File: config.mk
export PLATFORM = sky130hd
export DESIGN_NAME = multicycle_ctrl
export DESIGN_NICKNAME = d
export VERILOG_FILES = /design/src/rtl/multicycle_ctrl.sv
export SDC_FILE = /design/constraint.sdc
export NUM_CORES = 1
export LEC_CHECK = 0
export CAP_MARGIN = 40
export CORE_ASPECT_RATIO = 0.6
export CORE_MARGIN = 10
export CORE_UTILIZATION = 30
export CTS_CLUSTER_SIZE = 30
export DETAILED_ROUTE_END_ITERATION = 8
export PLACE_DENSITY = 0.54
export SKIP_LAST_GASP = 1
export SYNTH_ARGS = -nofsm -noshare
export SYNTH_HDL_FRONTEND = slang
export SYNTH_SLANG_ARGS = --single-unit
File: constraint.sdc
create_clock -name clk -period 2 [get_ports clk]
set_input_delay 0.5 -clock clk [delete_from_list [all_inputs] [get_ports clk]]
set_output_delay 0.5 -clock clk [all_outputs]
set_load 0.02 [all_outputs]
File: src/rtl/multicycle_ctrl.sv
// Main control FSM for the multicycle RV32I core.
// Sequences the shared ALU, PC, IR and unified memory port through
// fetch / decode / execute / memory / writeback steps and counts retired
// instructions.
module multicycle_ctrl #(
    parameter int unsigned CNT_W = 32
) (
    input  logic             clk,
    input  logic             resetn,
    input  logic [6:0]       op,
    input  logic             mem_ready,
    output logic             mem_read,
    output logic             mem_write,
    output logic             adr_src,
    output logic             ir_write,
    output logic             pc_update,
    output logic             branch,
    output logic             reg_write,
    output logic [1:0]       alu_src_a,
    output logic [1:0]       alu_src_b,
    output logic [1:0]       result_src,
    output logic [1:0]       alu_op,
    output logic             illegal_instr,
    output logic [CNT_W-1:0] retired,
    output logic [3:0]       state_o
);

    // Opcodes recognised by the decoder
    localparam logic [6:0] OpLoad  = 7'b0000011;
    localparam logic [6:0] OpStore = 7'b0100011;
    localparam logic [6:0] OpRType = 7'b0110011;
    localparam logic [6:0] OpIType = 7'b0010011;
    localparam logic [6:0] OpBeq   = 7'b1100011;
    localparam logic [6:0] OpJal   = 7'b1101111;
    localparam logic [6:0] OpLui   = 7'b0110111;

    // ALU operand / result selector codes
    localparam logic [1:0] SrcAPc     = 2'b00;
    localparam logic [1:0] SrcAOldPc  = 2'b01;
    localparam logic [1:0] SrcARs1    = 2'b10;
    localparam logic [1:0] SrcAZero   = 2'b11;
    localparam logic [1:0] SrcBRs2    = 2'b00;
    localparam logic [1:0] SrcBImm    = 2'b01;
    localparam logic [1:0] SrcBFour   = 2'b10;
    localparam logic [1:0] ResAluOut  = 2'b00;
    localparam logic [1:0] ResMemData = 2'b01;
    localparam logic [1:0] ResAluDir  = 2'b10;
    localparam logic [1:0] AluAdd     = 2'b00;
    localparam logic [1:0] AluSub     = 2'b01;
    localparam logic [1:0] AluFunct   = 2'b10;

    typedef enum logic [3:0] {
        StRst      = 4'd0,
        StFetch    = 4'd1,
        StDecode   = 4'd2,
        StMemAdr   = 4'd3,
        StMemRead  = 4'd4,
        StMemWb    = 4'd5,
        StMemWrite = 4'd6,
        StExecR    = 4'd7,
        StExecI    = 4'd8,
        StAluWb    = 4'd9,
        StBeq      = 4'd10,
        StJal      = 4'd11,
        StLui      = 4'd12
    } state_e;

    state_e           state_q, state_d;
    logic [CNT_W-1:0] retired_q;
    logic             retire;
    logic             op_legal;

    // Opcode legality, only meaningful while in DECODE
    always_comb begin
        op_legal = 1'b0;
        case (op)
            OpLoad, OpStore, OpRType, OpIType, OpBeq, OpJal, OpLui: op_legal = 1'b1;
            default:                                                op_legal = 1'b0;
        endcase
    end

    // State register
    always_ff @(posedge clk or negedge resetn) begin
        if (!resetn) begin
            state_q <= StRst;
        end else begin
            state_q <= state_d;
        end
    end

    // Next-state logic
    always_comb begin
        state_d = state_q;
        case (state_q)
            StRst:   state_d = StFetch;
            StFetch: state_d = mem_ready ? StDecode : StFetch;
            StDecode: begin
                case (op)
                    OpLoad, OpStore: state_d = StMemAdr;
                    OpRType:         state_d = StExecR;
                    OpIType:         state_d = StExecI;
                    OpBeq:           state_d = StBeq;
                    OpJal:           state_d = StJal;
                    OpLui:           state_d = StLui;
                    default:         state_d = StFetch;
                endcase
            end
            StMemAdr:   state_d = (op == OpLoad) ? StMemRead : StMemWrite;
            StMemRead:  state_d = mem_ready ? StMemWb : StMemRead;
            StMemWb:    state_d = StFetch;
            StMemWrite: state_d = mem_ready ? StFetch : StMemWrite;
            StExecR:    state_d = StAluWb;
            StExecI:    state_d = StAluWb;
            StLui:      state_d = StAluWb;
            StAluWb:    state_d = StFetch;
            StBeq:      state_d = StFetch;
            StJal:      state_d = StAluWb;
            default:    state_d = StFetch;
        endcase
    end

    // Output decode; only FETCH looks at mem_ready and only DECODE looks at op
    always_comb begin
        mem_read      = 1'b0;
        mem_write     = 1'b0;
        adr_src       = 1'b0;
        ir_write      = 1'b0;
        pc_update     = 1'b0;
        branch        = 1'b0;
        reg_write     = 1'b0;
        alu_src_a     = SrcAPc;
        alu_src_b     = SrcBRs2;
        result_src    = ResAluOut;
        alu_op        = AluAdd;
        illegal_instr = 1'b0;
        case (state_q)
            StFetch: begin
                mem_read   = 1'b1;
                alu_src_a  = SrcAPc;
                alu_src_b  = SrcBFour;
                result_src = ResAluDir;
                ir_write   = mem_ready;
                pc_update  = mem_ready;
            end
            StDecode: begin
                // Precompute branch / jump target from old PC + immediate
                alu_src_a     = SrcAOldPc;
                alu_src_b     = SrcBImm;
                illegal_instr = ~op_legal;
            end
            StMemAdr: begin
                alu_src_a = SrcARs1;
                alu_src_b = SrcBImm;
            end
            StMemRead: begin
                mem_read = 1'b1;
                adr_src  = 1'b1;
            end
            StMemWb: begin
                result_src = ResMemData;
                reg_write  = 1'b1;
            end
            StMemWrite: begin
                mem_write = 1'b1;
                adr_src   = 1'b1;
            end
            StExecR: begin
                alu_src_a = SrcARs1;
                alu_src_b = SrcBRs2;
                alu_op    = AluFunct;
            end
            StExecI: begin
                alu_src_a = SrcARs1;
                alu_src_b = SrcBImm;
                alu_op    = AluFunct;
            end
            StLui: begin
                alu_src_a = SrcAZero;
                alu_src_b = SrcBImm;
            end
            StAluWb: begin
                result_src = ResAluOut;
                reg_write  = 1'b1;
            end
            StBeq: begin
                alu_src_a  = SrcARs1;
                alu_src_b  = SrcBRs2;
                alu_op     = AluSub;
                result_src = ResAluOut;
                branch     = 1'b1;
            end
            StJal: begin
                // PC <= target held in ALU out; ALU forms old PC + 4 for rd
                alu_src_a  = SrcAOldPc;
                alu_src_b  = SrcBFour;
                result_src = ResAluOut;
                pc_update  = 1'b1;
            end
            default: ;
        endcase
    end

    // An instruction retires on the edge leaving its final state
    always_comb begin
        retire = 1'b0;
        case (state_q)
            StMemWb, StAluWb, StBeq: retire = 1'b1;
            StMemWrite:              retire = mem_ready;
            default:                 retire = 1'b0;
        endcase
    end

    // Retired-instruction counter, wraps modulo 2^CNT_W
    always_ff @(posedge clk or negedge resetn) begin
        if (!resetn) begin
            retired_q <= '0;
        end else if (retire) begin
            retired_q <= retired_q + CNT_W'(1);
        end
    end

    assign retired = retired_q;
    assign state_o = state_q;

endmodule

==> flow_summary_export.csv, run 1 <==
group,metric,value,unit
status,outcome,"finished with violations",
status,violations,"setup timing",
yosys,yosys.area_share.adder,0.9967,%
power_and_ir_drop,vdd.ir_drop.worst,0.3523,mV
critical_path,critical_path.n_buffers_inverters,2,
clocking,cts_num_sinks,36,
floorplan,floorplan.core_area,0.007297,mm2
critical_path,cp_slowest_stage_delay,0.39,ns
critical_path,critical_path.most_common_cell,"sky130_fd_sc_hd__buf_6",
run,max_cap_viol_count,0,
routing,met3RoutedLength,387,um
critical_path,setup.worst_path.class,"in -> out",
placed_design,dp.cells,434,
power_and_ir_drop,p_leak,1.668,nW
grt,grt_pass1_wl,11230,um
timing,final.setup_skew,0.007221,ns
routing,routed_wire_length,6759,um
min_path,worst_hold_path_type,"in -> async",
yosys,post-synth-top-count-cell,"sky130_fd_sc_hd__dfrtp_1",
critical_path,worstPathRequired,1.50,ns
routing,drt.antenna.violating_nets,0,
floorplan,placement_rows,24,
routing,drtPass1Iterations,5,
critical_path,timing.critical_path.max_delay_family,"simple AND/OR/NAND/NOR gates",
yosys,synth_xor_xnor_area_share,12.79,%
critical_path,worst_setup_ep_type,"output port",
timing,number_of_hold_violations_in_the_final_report,0,
final_layout,multi_input_area,0.001349,mm2
final_layout,layout-drive-gt1-share,32.55,%
grt,grt_pass1_vias,2121,
placed_design,dp.final_hpwl,5187,um
final_layout,seqCellArea,903.4,um2
yosys,post_synth_top_area_share,39.87,%
yosys,async_flop_share,100.0,%
yosys,synth-compound-area-share,8.140,%
floorplan,dieWidth,132.0,um
yosys,mappedNetlistArea,0.002260,mm2
floorplan,floorplan.initialDensity,30.97,%
critical_path,crit_path_cell_trace,"buf_6 -> or3b_4 -> or3_1 -> o311a_1 -> o21a_2 -> buf_6",
routing,dr_total_vias,2110,
clocking,holdBufCountCts,0,
timing,fmax,0.4404,GHz
yosys,synth_top_cells_by_count,"sky130_fd_sc_hd__dfrtp_1 (36), sky130_fd_sc_hd__xor2_1 (29), sky130_fd_sc_hd__nand2_1 (21), sky130_fd_sc_hd__nor2_1 (15)",
routing,dr.max_layer_used,"met4",
routing,met2WireLength,2836,um
routing,drcViolationCount,0,
timing,count_of_final_setup_violators,1,
placed_design,number_of_buffers_inserted_by_port_buffering,61,
power_and_ir_drop,total_power,0.003459,W
timing,timing.max_slew.rel_slack,69.09,%
final_layout,antenna_cells_inserted,0,
grt,grt.overflow.total,0,
floorplan,die-height,87.23,um
final_layout,utilization,48.18,%
floorplan,ios,62,
timing,fin_crit_sh,113.5,%
grt,gr-usage-all-layers,11.74,%
critical_path,crit_arrival,1.77,ns
routing,avgRoutedWirePerCell,15.19,um
timing,report.final.slew_viol_count,0,
yosys,synth_top_cell_by_area,"sky130_fd_sc_hd__dfrtp_1",
routing,route.detailed.vias_per_inst,4.742,
timing,worst_slew_pin_slew,0.4637,ns
yosys,synthSimpleGateAreaFrac,33.72,%
yosys,yosys-top-cells-area,"sky130_fd_sc_hd__dfrtp_1 (40%), sky130_fd_sc_hd__xor2_1 (11%), sky130_fd_sc_hd__nor4_2 (5.0%), sky130_fd_sc_hd__nand2_1 (3.5%), sky130_fd_sc_hd__nor2_1 (2.5%)",
yosys,synth_enable_flop_cells,0,
critical_path,worst_r2r_path_depth,7,
clocking,cts_htree_levels,2,
yosys,synth_fp_nets,244,
yosys,synth_top_family_by_area,"simple AND/OR/NAND/NOR gates",
placed_design,gpl.final_weighted_congestion,0.8006,
clocking,tritoncts,"done",
floorplan,die-area,0.01152,mm2
clocking,clock-root-buffer,"sky130_fd_sc_hd__clkbuf_16",
final_layout,fin_cells,445,
yosys,synth_area_per_cell,9.698,um2
grt,pin_count_of_the_biggest_net_entering_global_routing,33,
yosys,yosys_warnings,0,
yosys,post_synth_mux_area_share,0.9413,%
power_and_ir_drop,pwr_dens,983.9,mW/mm2
routing,first_iter_violations,133,
routing,m1WireLength,3460,um
clocking,cts_inserted_buffers,5,
final_layout,final_net_count,352,
timing,post-route-min-period,2.271,ns
critical_path,critical_path_peak_fanout,2,
yosys,yosys_most_used_dff,"sky130_fd_sc_hd__dfrtp_1",
critical_path,path_depth,6,
yosys,ys_ff_latch,36,
final_layout,areaGrowthSynthToFinish,55.59,%
timing,setup_ws,-0.2705,ns
final_layout,fillCellCount,717,
critical_path,critical_path.startpoint_type,"input pin",
critical_path,critical_path.slowest_cell,"sky130_fd_sc_hd__or3b_4",
clocking,clock_path_buffers,2,
grt,grt_antenna_before_repair,0,
yosys,ys_seq_area_share,39.87,%
yosys,synthCells,233,
timing,setup_repair_after_global_routing_missed_its_margin,"yes",
placed_design,detailedPlace.worstSlack,-1.063,ns
yosys,synth_cell_type_count,55,
clocking,clock_latency_of_the_later_clocked_register_in_the_worst_skew_pair,0.28,ns
clocking,clock_pin_slew_on_the_worst_setup_and_hold_paths,0.05,ns
## cell usage in the layout, fill, tap and decap left out, drive strengths merged, types with 5 or more instances in the layout
master | netlist | layout
nand3 | 8 | 8
a21oi | 9 | 9
nor4 | 13 | 13
nor2 | 15 | 15
and3 | 5 | 5
nand4 | 8 | 8
nor3 | 9 | 9
xor2 | 29 | 29
clkdlybuf4s50 | 0 | 37
nand2b | 7 | 7
nand2 | 21 | 21
nor2b | 8 | 8
buf | 11 | 69
dfrtp | 36 | 36
clkbuf | 4 | 9
## final cells by class
| class | count | area share [%] |
|---|---|---|
| tap | 104 | 3.701 |
| multi-input combinational | 181 | 38.36 |
| sequential | 36 | 25.69 |
| timing repair buffer | 116 | 28.33 |
| clock buffer | 6 | 3.665 |
| inverter | 1 | 0.1068 |
| clock inverter | 1 | 0.1423 |
## repair_timing
item                       CTS  global route
pin swaps                    3             4
buffers inserted             2             2
resized for setup           73            23
setup endpoints to repair   18            25
## registers in the layout (all words and copies together), names as in the netlist
register / flops
retired: 32
state_o: 4
## cells by family (layout without fill, tap and decap cells)
logic type	Yosys count	count (layout)
AND/OR/NAND/NOR	117	117
flip-flops	36	36
XOR/XNOR	33	33
AO/OA/AOI/OAI	27	27
buffers and inverters	16	124
adder cells (fa/ha/maj)	2	2
multiplexers	2	2
## layer usage
layer	vias up	track usage, %
met2	52	16.37
met5	-	0
li1	1054	-
met3	9	3.629
met4	0	3.116
met1	995	16.87
## worst reg2reg max path, stage by stage (launching register included)
cell and delay (ns):
sky130_fd_sc_hd__dfrtp_1 0.42, sky130_fd_sc_hd__buf_12 0.16, sky130_fd_sc_hd__buf_4 0.15, sky130_fd_sc_hd__xor2_1 0.22
sky130_fd_sc_hd__o311ai_4 0.15, sky130_fd_sc_hd__buf_12 0.20, sky130_fd_sc_hd__nor4b_2 0.35, sky130_fd_sc_hd__xor2_1 0.18
## final timing paths
kind / start / end / slack (ns)
worst max-delay path: op[5] / illegal_instr / -0.27
worst min-delay path: resetn / retired[28] / 0.13
worst max register to register: state_o[1] / retired[10] / 0.09
worst min register to register: retired[31] / retired[31] / 0.48
max in group asynchronous: resetn / state_o[3] / 1.38
min in group clk: retired[31] / retired[31] / 0.48
## power breakdown
group	internal [W]	switching (W)	total [W]
Combinational	0.000857	0.000979	0.00184
Clock	0.000452	0.000275	0.000727
Sequential	0.000809	0.0000872	0.000896
Total	0.00212	0.00134	0.00346
## stage by stage
step | setup TNS, ns | hold WS [ns] | area, um2
global placement | -5.959 | 0.4350 | 3341
CTS | -0.3464 | 0.1383 | 3460
finish | -0.2705 | 0.1252 | 3516
floorplan | -0.04557 | 0.2044 | 2263
detailed placement | -6.021 | 0.4343 | 3341
global route | -0.3603 | 0.1601 | 3516
Power figures use the tool's default switching activity.
==> inputs of run 2 (changes only) <==
CAP_MARGIN = 25   (was 40)
==> results of run 2 <==
No change in the layout: final DEF, timing and power equal those of run 1.
==> inputs of run 3 (changes only) <==
PLACE_DENSITY = 0.52   (was 0.54)
clock period = 2.1 ns   (was 2 ns; I/O delays follow)
==> run 3 against run 2 <==
- the run still ends with setup timing left
- setup slack better by 0.065 ns
- critical path depth stayed put
- critical endpoint unchanged
- sequential cell count stayed put
==> flow_summary_export.csv, run 3 (synthesis gave the netlist of run 1 again) <==
group,metric,value,unit
critical_path,worst_r2r_path_depth,4,
final_layout,largest_reg_flops,32,
status,violations,"setup timing",
floorplan,floorplan.initialDensity,30.97,%
clocking,clock_latency_of_the_later_clocked_register_in_the_worst_skew_pair,0.28,ns
timing,timing.max_slew.rel_slack,68.38,%
power_and_ir_drop,netSwitchingFraction,37.96,%
power_and_ir_drop,cell_internal_pwr,0.002053,W
power_and_ir_drop,vdd.ir_drop.worst,0.4529,mV
critical_path,worst_setup_ep_type,"output port",
final_layout,layout_common_cells,"sky130_fd_sc_hd__buf_4 (47), sky130_fd_sc_hd__clkdlybuf4s50_1 (39), sky130_fd_sc_hd__dfrtp_1 (34)",
routing,drt.antenna.violating_nets,0,
grt,grt_pass1_vias,2140,
clocking,cts_inserted_buffers,5,
power_and_ir_drop,pwr_dens,949.1,mW/mm2
final_layout,fin_cells,442,
routing,route.detailed.vias_per_inst,4.837,
floorplan,dieWidth,132.0,um
grt,grt.overflow.total,0,
final_layout,layout.cells.most_common,"sky130_fd_sc_hd__buf_4",
placed_design,number_of_buffers_inserted_by_port_buffering,61,
critical_path,regToRegStartpoint,"retired[8]",
power_and_ir_drop,share_comb_of_total_power,51.8,%
routing,routed_wire_length,6643,um
power_and_ir_drop,total_power,0.003309,W
status,outcome,"finished with violations",
timing,count_of_final_setup_violators,1,
critical_path,reg2reg_setup_slack,0.19,ns
placed_design,dp.final_hpwl,5152,um
final_layout,final_net_count,348,
grt,grt_pass1_wl,11160,um
final_layout,antenna_cells_inserted,0,
grt,grt_antenna_before_repair,0,
grt,gr-usage-all-layers,11.81,%
final_layout,areaGrowthSynthToFinish,54.32,%
critical_path,critical_path.startpoint_type,"input pin",
placed_design,gpl.final_weighted_congestion,0.7892,
timing,setup_repair_after_global_routing_missed_its_margin,"yes",
routing,drtPass1Iterations,4,
routing,avgRoutedWirePerCell,15.03,um
final_layout,layout-drive-gt1-share,28.40,%
min_path,worst_hold_path_type,"in -> async",
clocking,cts_htree_levels,2,
clocking,clock_pin_slew_on_the_worst_setup_and_hold_paths,0.05,ns
clocking,clock_path_buffers,2,
floorplan,ios,62,
clocking,cts_num_sinks,36,
run,max_cap_viol_count,0,
critical_path,crit_arrival,1.78,ns
placed_design,dp.cells,433,
power_and_ir_drop,relative_contribution_of_the_clock_network_to_total_power,22.4,%
floorplan,die-area,0.01152,mm2
timing,worst_slew_pin_slew,0.4743,ns
clocking,tritoncts,"done",
critical_path,critical_path_peak_fanout,2,
routing,dr_total_vias,2138,
floorplan,placement_rows,24,
critical_path,setup.worst_path.class,"in -> out",
timing,fmax,0.4338,GHz
critical_path,worstPathRequired,1.57,ns
critical_path,setup.worst_path.start,"op[5]",
routing,first_iter_violations,116,
floorplan,die-height,87.23,um
timing,final.setup_skew,0.004257,ns
timing,report.final.slew_viol_count,0,
timing,number_of_hold_violations_in_the_final_report,0,
routing,drcViolationCount,0,
final_layout,post-route-cell-area,0.003487,mm2
power_and_ir_drop,p_leak,1.631,nW
timing,fin_crit_sh,109.8,%
timing,post-route-min-period,2.305,ns
floorplan,floorplan.core_area,0.007297,mm2
power_and_ir_drop,total_switching_power,0.001256,W
placed_design,dpl-instance-area,0.003357,mm2
power_and_ir_drop,share_seq_of_total_power,25.8,%
timing,setup_ws,-0.2050,ns
critical_path,worstReg2RegEnd,"retired[29]",
critical_path,timing.critical_path.to,"illegal_instr",
clocking,clock-root-buffer,"sky130_fd_sc_hd__clkbuf_16",
grt,pin_count_of_the_biggest_net_entering_global_routing,37,
run 3: changes by cell type in the layout (fill, tap and decap cells not counted), moves of 2 or more:
| cell | change |
|---|---|
| sky130_fd_sc_hd__a21oi_1 | +2 |
| sky130_fd_sc_hd__a21oi_2 | -2 |
| sky130_fd_sc_hd__buf_12 | +2 |
| sky130_fd_sc_hd__buf_2 | -2 |
| sky130_fd_sc_hd__buf_4 | -8 |
| sky130_fd_sc_hd__clkdlybuf4s50_1 | +2 |
| sky130_fd_sc_hd__dlygate4sd2_1 | +2 |
| sky130_fd_sc_hd__nor4_1 | +2 |
| sky130_fd_sc_hd__nor4_4 | -2 |
run 3: timing repair:
action | in CTS | in global routing
pin swaps | 3 | 3
hold buffers | 0 | 0
endpoints found under the setup margin | 16 | 10
buffers inserted | 0 | 1
resized for setup | 52 | 16
run 3: worst min path at each step:
stage	from	cells past startpoint	slack, ns	end
final	resetn	2	0.28	retired[21]
after global routing	resetn	2	0.33	retired[24]
after CTS	resetn	2	0.31	retired[25]
after detailed placement	retired[31]	1	0.47	retired[31]
after global placement	retired[31]	1	0.46	retired[31]
after floorplan	resetn	0	0.23	retired[0]
run 3: critical path, cell delays in order:
cell	delay, ns
sky130_fd_sc_hd__buf_6	0.09
sky130_fd_sc_hd__or3b_4	0.39
sky130_fd_sc_hd__or3_1	0.31
sky130_fd_sc_hd__o311a_1	0.14
sky130_fd_sc_hd__o21a_1	0.18
sky130_fd_sc_hd__buf_6	0.13
run 3: per-stage QoR:
stage	utilization (%)	setup TNS [ns]	worst slack (ns)	hold slack (ns)
2_1_floorplan	-	0	0.003171	0.2294
3_3_place_gp	46.00	-2.531	-0.9583	0.4617
3_5_place_dp	46.00	-2.658	-0.9749	0.4705
4_1_cts	47.74	-0.2845	-0.2845	0.3070
5_1_grt	47.79	-0.2483	-0.2440	0.3325
6_report	47.79	-0.2050	-0.2050	0.2837
run 3: layout make-up:
cell class                      count  area [um2]
Sequential cell                    36       903.4
Tap cell                          104       130.1
Inverter                            1       3.754
Clock buffer                        8       146.4
Fill cell                         698        3810
Multi-Input combinational cell    181        1308
Timing Repair Buffer              112       996.0
run 3: power groups by stage:
stage          clock (W)  sequential (W)  combinational, W
2_1_floorplan          0        0.000942          0.000778
3_3_place_gp           0        0.000863           0.00180
3_5_place_dp           0        0.000863           0.00181
4_1_cts         0.000766        0.000853           0.00175
5_1_grt         0.000812        0.000866           0.00187
6_report        0.000741        0.000854           0.00171
run 3: routing by layer:
layer  track usage (%)  part of all wire, %
met5                 0                    0
met3             3.744                  6.8
met1             16.34                   50
met2             16.92                   42
met4             3.819                  1.3
